$ cat src/rtl/key_event_detect_pkg.sv
// Shared definitions for the key gesture classifier: FSM states, event bit
// positions and the parameter range check used at elaboration.
package key_event_detect_pkg;

  typedef enum logic [2:0] {
    ST_IDLE   = 3'd0,  // no gesture in progress
    ST_PRESS1 = 3'd1,  // first press held, timing toward long-press
    ST_WAIT2  = 3'd2,  // first tap released, waiting for a second press
    ST_PRESS2 = 3'd3,  // second press held
    ST_LONG   = 3'd4   // long-hold reached, emitting auto-repeat
  } state_e;

  localparam int EV_PRESS   = 0;
  localparam int EV_RELEASE = 1;
  localparam int EV_CLICK   = 2;
  localparam int EV_DBL     = 3;
  localparam int EV_LONG    = 4;
  localparam int EV_REPEAT  = 5;
  localparam int EV_W       = 6;

  // A cycle count is usable when its expiry value (count-1) fits the counter.
  function automatic bit cyc_fits(input longint cyc, input int width);
    return (cyc >= 1) && (cyc <= (longint'(1) << width));
  endfunction

endpackage

$ cat src/rtl/key_event_detect_timer.sv
// Event timer: saturating up-counter with synchronous clear and a terminal
// compare against a limit chosen by the caller each cycle.
module key_event_detect_timer #(
  parameter int CNT_W = 20
) (
  input  logic             clk,
  input  logic             rst_n,
  input  logic             clr,
  input  logic             en,
  input  logic [CNT_W-1:0] limit,
  output logic             tc
);

  localparam logic [CNT_W-1:0] CNT_MAX = '1;

  logic [CNT_W-1:0] cnt_q;
  logic [CNT_W-1:0] cnt_d;

  always_comb begin
    cnt_d = cnt_q;
    if (clr) begin
      cnt_d = '0;
    end else if (en && (cnt_q != CNT_MAX)) begin
      cnt_d = cnt_q + CNT_W'(1);
    end
  end

  always_ff @(posedge clk or negedge rst_n) begin
    if (!rst_n) begin
      cnt_q <= '0;
    end else begin
      cnt_q <= cnt_d;
    end
  end

  assign tc = (cnt_q == limit);

endmodule

$ cat src/rtl/key_event_detect.sv
// Classifies a debounced key level into single-cycle gesture pulses:
// press, release, click, double-click, long-press and auto-repeat.
module key_event_detect
  import key_event_detect_pkg::*;
#(
  parameter bit ACTIVE_LOW = 1'b0,
  parameter int CNT_W      = 20,
  parameter int LONG_CYC   = 1_000_000,
  parameter int DBL_CYC    = 300_000,
  parameter int REPEAT_CYC = 200_000
) (
  input  logic clk,
  input  logic rst_n,
  input  logic key_in,
  output logic key_pressed,
  output logic ev_press,
  output logic ev_release,
  output logic ev_click,
  output logic ev_dbl,
  output logic ev_long,
  output logic ev_repeat
);

  if (!cyc_fits(longint'(LONG_CYC), CNT_W) || !cyc_fits(longint'(DBL_CYC), CNT_W) ||
      !cyc_fits(longint'(REPEAT_CYC), CNT_W)) begin : g_param_err
    $error("key_event_detect: cycle parameter out of range for CNT_W");
  end

  // Expiry happens when the counter reads one less than the cycle count.
  localparam logic [CNT_W-1:0] LONG_LIM = CNT_W'(LONG_CYC - 1);
  localparam logic [CNT_W-1:0] DBL_LIM  = CNT_W'(DBL_CYC - 1);
  localparam logic [CNT_W-1:0] REP_LIM  = CNT_W'(REPEAT_CYC - 1);
  localparam logic             REL_LVL  = ACTIVE_LOW;

  logic            s1_q, s1_d;
  logic            s2_q, s2_d;
  logic            p_dly_q, p_dly_d;
  state_e          state_q, state_d;
  logic [EV_W-1:0] ev_q, ev_d;

  logic             p_lvl;
  logic             rise;
  logic             fall;
  logic             rpt_restart;
  logic             tmr_clr;
  logic             tmr_tc;
  logic [CNT_W-1:0] tmr_limit;

  assign p_lvl = s2_q ^ ACTIVE_LOW;
  assign rise  = p_lvl & ~p_dly_q;
  assign fall  = ~p_lvl & p_dly_q;

  always_comb begin
    s1_d    = key_in;
    s2_d    = s1_q;
    p_dly_d = p_lvl;
  end

  // Input edges are checked before expiries so an edge always wins a tie.
  always_comb begin
    state_d     = state_q;
    ev_d        = '0;
    rpt_restart = 1'b0;
    case (state_q)
      ST_IDLE: begin
        if (rise) begin
          state_d          = ST_PRESS1;
          ev_d[EV_PRESS]   = 1'b1;
        end
      end
      ST_PRESS1: begin
        if (fall) begin
          state_d          = ST_WAIT2;
          ev_d[EV_RELEASE] = 1'b1;
        end else if (tmr_tc) begin
          state_d          = ST_LONG;
          ev_d[EV_LONG]    = 1'b1;
        end
      end
      ST_WAIT2: begin
        if (rise) begin
          state_d          = ST_PRESS2;
          ev_d[EV_PRESS]   = 1'b1;
        end else if (tmr_tc) begin
          state_d          = ST_IDLE;
          ev_d[EV_CLICK]   = 1'b1;
        end
      end
      ST_PRESS2: begin
        if (fall) begin
          state_d          = ST_IDLE;
          ev_d[EV_RELEASE] = 1'b1;
          ev_d[EV_DBL]     = 1'b1;
        end else if (tmr_tc) begin
          // The first tap is still reported when the second becomes a hold.
          state_d          = ST_LONG;
          ev_d[EV_CLICK]   = 1'b1;
          ev_d[EV_LONG]    = 1'b1;
        end
      end
      ST_LONG: begin
        if (fall) begin
          state_d          = ST_IDLE;
          ev_d[EV_RELEASE] = 1'b1;
        end else if (tmr_tc) begin
          ev_d[EV_REPEAT]  = 1'b1;
          rpt_restart      = 1'b1;
        end
      end
      default: begin
        state_d = ST_IDLE;
      end
    endcase
  end

  always_comb begin
    tmr_limit = '1;
    case (state_q)
      ST_PRESS1, ST_PRESS2: tmr_limit = LONG_LIM;
      ST_WAIT2:             tmr_limit = DBL_LIM;
      ST_LONG:              tmr_limit = REP_LIM;
      default:              tmr_limit = '1;
    endcase
  end

  assign tmr_clr = (state_d != state_q) | rpt_restart;

  key_event_detect_timer #(
    .CNT_W (CNT_W)
  ) u_timer (
    .clk   (clk),
    .rst_n (rst_n),
    .clr   (tmr_clr),
    .en    (1'b1),
    .limit (tmr_limit),
    .tc    (tmr_tc)
  );

  always_ff @(posedge clk or negedge rst_n) begin
    if (!rst_n) begin
      s1_q    <= REL_LVL;
      s2_q    <= REL_LVL;
      p_dly_q <= 1'b0;
      state_q <= ST_IDLE;
      ev_q    <= '0;
    end else begin
      s1_q    <= s1_d;
      s2_q    <= s2_d;
      p_dly_q <= p_dly_d;
      state_q <= state_d;
      ev_q    <= ev_d;
    end
  end

  assign key_pressed = p_dly_q;
  assign ev_press    = ev_q[EV_PRESS];
  assign ev_release  = ev_q[EV_RELEASE];
  assign ev_click    = ev_q[EV_CLICK];
  assign ev_dbl      = ev_q[EV_DBL];
  assign ev_long     = ev_q[EV_LONG];
  assign ev_repeat   = ev_q[EV_REPEAT];

endmodule

$ cat config.mk
export PLATFORM = sky130hd
export DESIGN_NAME = key_event_detect
export DESIGN_NICKNAME = d
export VERILOG_FILES = /design/src/rtl/key_event_detect_pkg.sv /design/src/rtl/key_event_detect_timer.sv /design/src/rtl/key_event_detect.sv
export SDC_FILE = /design/constraint.sdc
export NUM_CORES = 1
export LEC_CHECK = 0
export BUFFER_PORTS_ARGS = -buffer_cell sky130_fd_sc_hd__buf_2
export CAP_MARGIN = 25
export CORE_MARGIN = 10
export CORE_UTILIZATION = 55
export CTS_CLUSTER_DIAMETER = 40
export CTS_CLUSTER_SIZE = 8
export DETAILED_ROUTE_END_ITERATION = 16
export PLACE_DENSITY_LB_ADDON = 0.05
export SYNTH_ARGS = -nofsm -noshare
export SYNTH_HDL_FRONTEND = slang
export SYNTH_HIERARCHICAL = 1
export SYNTH_SLANG_ARGS = --single-unit
$ cat constraint.sdc
create_clock -name clk -period 7.65 [get_ports clk]
set_input_delay 1.1475 -clock clk [delete_from_list [all_inputs] [get_ports clk]]
set_output_delay 1.1475 -clock clk [all_outputs]
set_load 0.02 [all_outputs]
==> flow_summary_export.csv <==
group,metric,value,unit
sta,setup_viol,0,
detailed_routing,drt_iter0_drc,91,
global_routing,overflow,0,
power,p_leak,0.875,nW
place,dp.cells,264,
synthesis,avgSynthCellArea,9.29,sq um
power,power_density,180,nW/um^2
floorplanning,initial_core_util,57.4,%
detailed_routing,vias,1586,
clocking,clock_sinks,32,
worst_hold_path,worstHoldPathType,"flip-flop to flip-flop",
global_routing,antenna_found_initial,0,
sta,finalMaxSlewViolations,0,
floorplanning,die_width,79.0,um
worst_setup_path,path_class,"flip-flop to flip-flop",
global_routing,grt_pass1_vias,1498,
worst_setup_path,cp.required,7.87,ns
sta,finalCritPeriodShare,49.5,%
synthesis,postSynthCellCount,206,
clocking,ctsHoldBuffers,0,
detailed_routing,drc,0,
floorplanning,core,3340,sq um
floorplanning,pin_count,10,
final_layout,layout.cells.non_filler,271,
global_routing,grt_max_degree,33,
sta,slew_headroom,38.0,%
final_layout,drive_gt1_share,12.0,%
worst_setup_path,setup.worst_path.end_class,"flip-flop",
place,dpl_worst_slack,3.96,ns
sta,hold_viol,0,
sta,tightestPinTransition,0.930,ns
clocking,clk_pin_slew,0.10,ns
synthesis,ys_ff_latch,32,
detailed_routing,wire_per_inst,14.4,um
synthesis,syn_area,1910,sq um
clocking,cts_resized,0,
global_routing,track_usage,13.2,%
outcome,outcome,"complete, no violations",
worst_setup_path,crit_path_max_fanout,26,
final_layout,areaGrowthSynthToFinish,7.91,%
final_layout,layout_commonest_cell,"dfrtp_1",
detailed_routing,drtPass1Iterations,4,
clocking,tritoncts,"built",
clocking,htree_num_levels,2,
clocking,cts_made_buffers,5,
final_layout,final_cell_mix,"dfrtp_1, a21oi_1, xor2_1, nor2_1, conb_1",
sta,fin_setup_tns,0,ns
place,gp_congestion,0.890,
sta,rsz0062_at_grt,"false",
sta,setup_ws,3.86,ns
synthesis,synth_edf_count,0,
floorplanning,fp.dieH,79.0,um
worst_setup_path,arrival,4.00,ns
place,hpwl,2.79,mm
clocking,cts-root-buf,"clkbuf_4",
synthesis,synthArstFlopShare,100,%
detailed_routing,routed_wl,3.90,mm
clocking,clock_path_buffers,2,
detailed_routing,vias_per_cell,5.85,
clocking,post_cts_buffers,0,
worst_setup_path,cp-start-kind,"flip-flop",
clocking,insertion_delay,0.33,ns
run,cap_viol_max_count,0,
final_layout,fill_cells,289,
sta,clock-skew-final,0.00886,ns
sta,clock.fmax,264,MHz
synthesis,synth_top_flop_cell,"dfrtp_1",
place,portBuffers,9,
floorplanning,rows,21,
power,irDropWorstVdd,0.0980,mV
synthesis,ys_seq_area_share,41.8,%
global_routing,grt_pass1_wl,6.82,mm
synthesis,ys_types,44,
sta,fin_crit,3.79,ns
final_layout,fin_nets,229,
detailed_routing,ant_nets,0,
synthesis,yosysWarnings,6,
floorplanning,design.die.area,6240,sq um
final_layout,antenna_cells,0,
==> power breakdown <==
group	total, mW	internal (mW)	switching, mW	leakage (nW)
Sequential	0.204	0.180	0.0238	0.430
Combinational	0.0792	0.0332	0.0459	0.418
Clock	0.0885	0.0338	0.0547	0.0281
Total	0.372	0.247	0.124	0.875
==> worst max-delay path: stages (launching register included) <==
cell and delay, ns:
dfrtp_1 0.57, nand2b_1 0.25, a21boi_1 0.50, xor2_1 0.13, nor4_1 0.31, nand3_1 0.11, nor3_1 0.33, inv_1 0.17
a21oi_1 0.17, or3_1 0.74, nor2b_1 0.11, mux2_2 0.29
==> Yosys cell counts, types with 2 or more instances <==
library cell / instances / share of area, %
a31oi_1: 2 / 0.65
mux2_2: 5 / 2.9
or2_2: 2 / 0.65
or3_1: 2 / 0.65
xnor2_1: 8 / 3.7
nor3_1: 10 / 2.6
a21oi_1: 15 / 3.9
or4_1: 10 / 3.9
nand2_1: 10 / 2.0
xor2_1: 14 / 6.4
dfrtp_1: 32 / 42
o41ai_1: 2 / 0.92
buf_2: 4 / 1.0
buf_4: 2 / 0.78
clkbuf_1: 3 / 0.59
nand2b_1: 6 / 2.0
o31ai_1: 9 / 3.5
nor2b_1: 5 / 1.6
nor2_1: 14 / 2.7
nand4_1: 8 / 2.6
a21boi_1: 2 / 0.78
nand3_1: 8 / 2.1
nor4_1: 7 / 2.3
inv_1: 6 / 1.2
==> path summary, 6_finish.rpt <==
| kind | startpoint | end | slack (ns) | cells past startpoint |
|---|---|---|---|---|
| min | s1_q | p_dly_d | 0.36 | 0 |
| max in group asynchronous | rst_n | u_timer/cnt_q[10] | 6.35 | 1 |
| max | state_q[2] | u_timer/cnt_q[9] | 3.86 | 11 |
| min in group asynchronous | rst_n | u_timer/cnt_q[13] | 0.85 | 1 |
| max reg2reg | state_q[2] | u_timer/cnt_q[9] | 3.86 | 11 |
| min reg2reg | s1_q | p_dly_d | 0.36 | 0 |
==> routing by layer <==
metal  part of all wire (%)  global-route usage (%)
met5                      0                       0
met4                    1.7                    6.09
met3                    5.2                    4.05
met2                     47                    20.1
met1                     46                    16.7
==> cell type report <==
class                      count  area (sq um)  area share, %
clock inverter                 1          5.00          0.242
timing repair buffer          10          52.6           2.54
clock buffer                   6          41.3           2.00
tap                           46          57.6           2.79
sequential                    32           801           38.8
inverter                       7          26.3           1.27
multi-input combinational    169          1080           52.4
==> sequential cells by signal, indices dropped and copies added, names as in the netlist <==
register,cells
ev_q,6
key_pressed,1
p_dly_d,1
s1_q,1
state_q,3
u_timer/cnt_q,20
==> stage by stage <==
step                      area, sq um  hold slack (ns)  total power, mW  util, %
after floorplan                  1960            0.331            0.267        -
after global placement           2020            0.333            0.283     60.5
after detailed placement         2020            0.337            0.286     60.5
after CTS                        2070            0.367            0.374     61.9
after global routing             2070            0.384            0.397     61.9
final                            2070            0.364            0.372     61.9
==> cells by family (layout without fill, tap and decap cells) <==
group	Yosys count	in the layout	share of synthesized area, %
other cells	1	12	0.196
mux	6	6	3.46
fa+ha+maj	1	1	0.653
xor+xnor	22	22	10.1
flops	32	32	41.8
simple gates	92	92	27.9
buf+inv	16	24	3.79
compound gates	36	36	12.1
No activity file was read; power rests on OpenSTA's default activity.
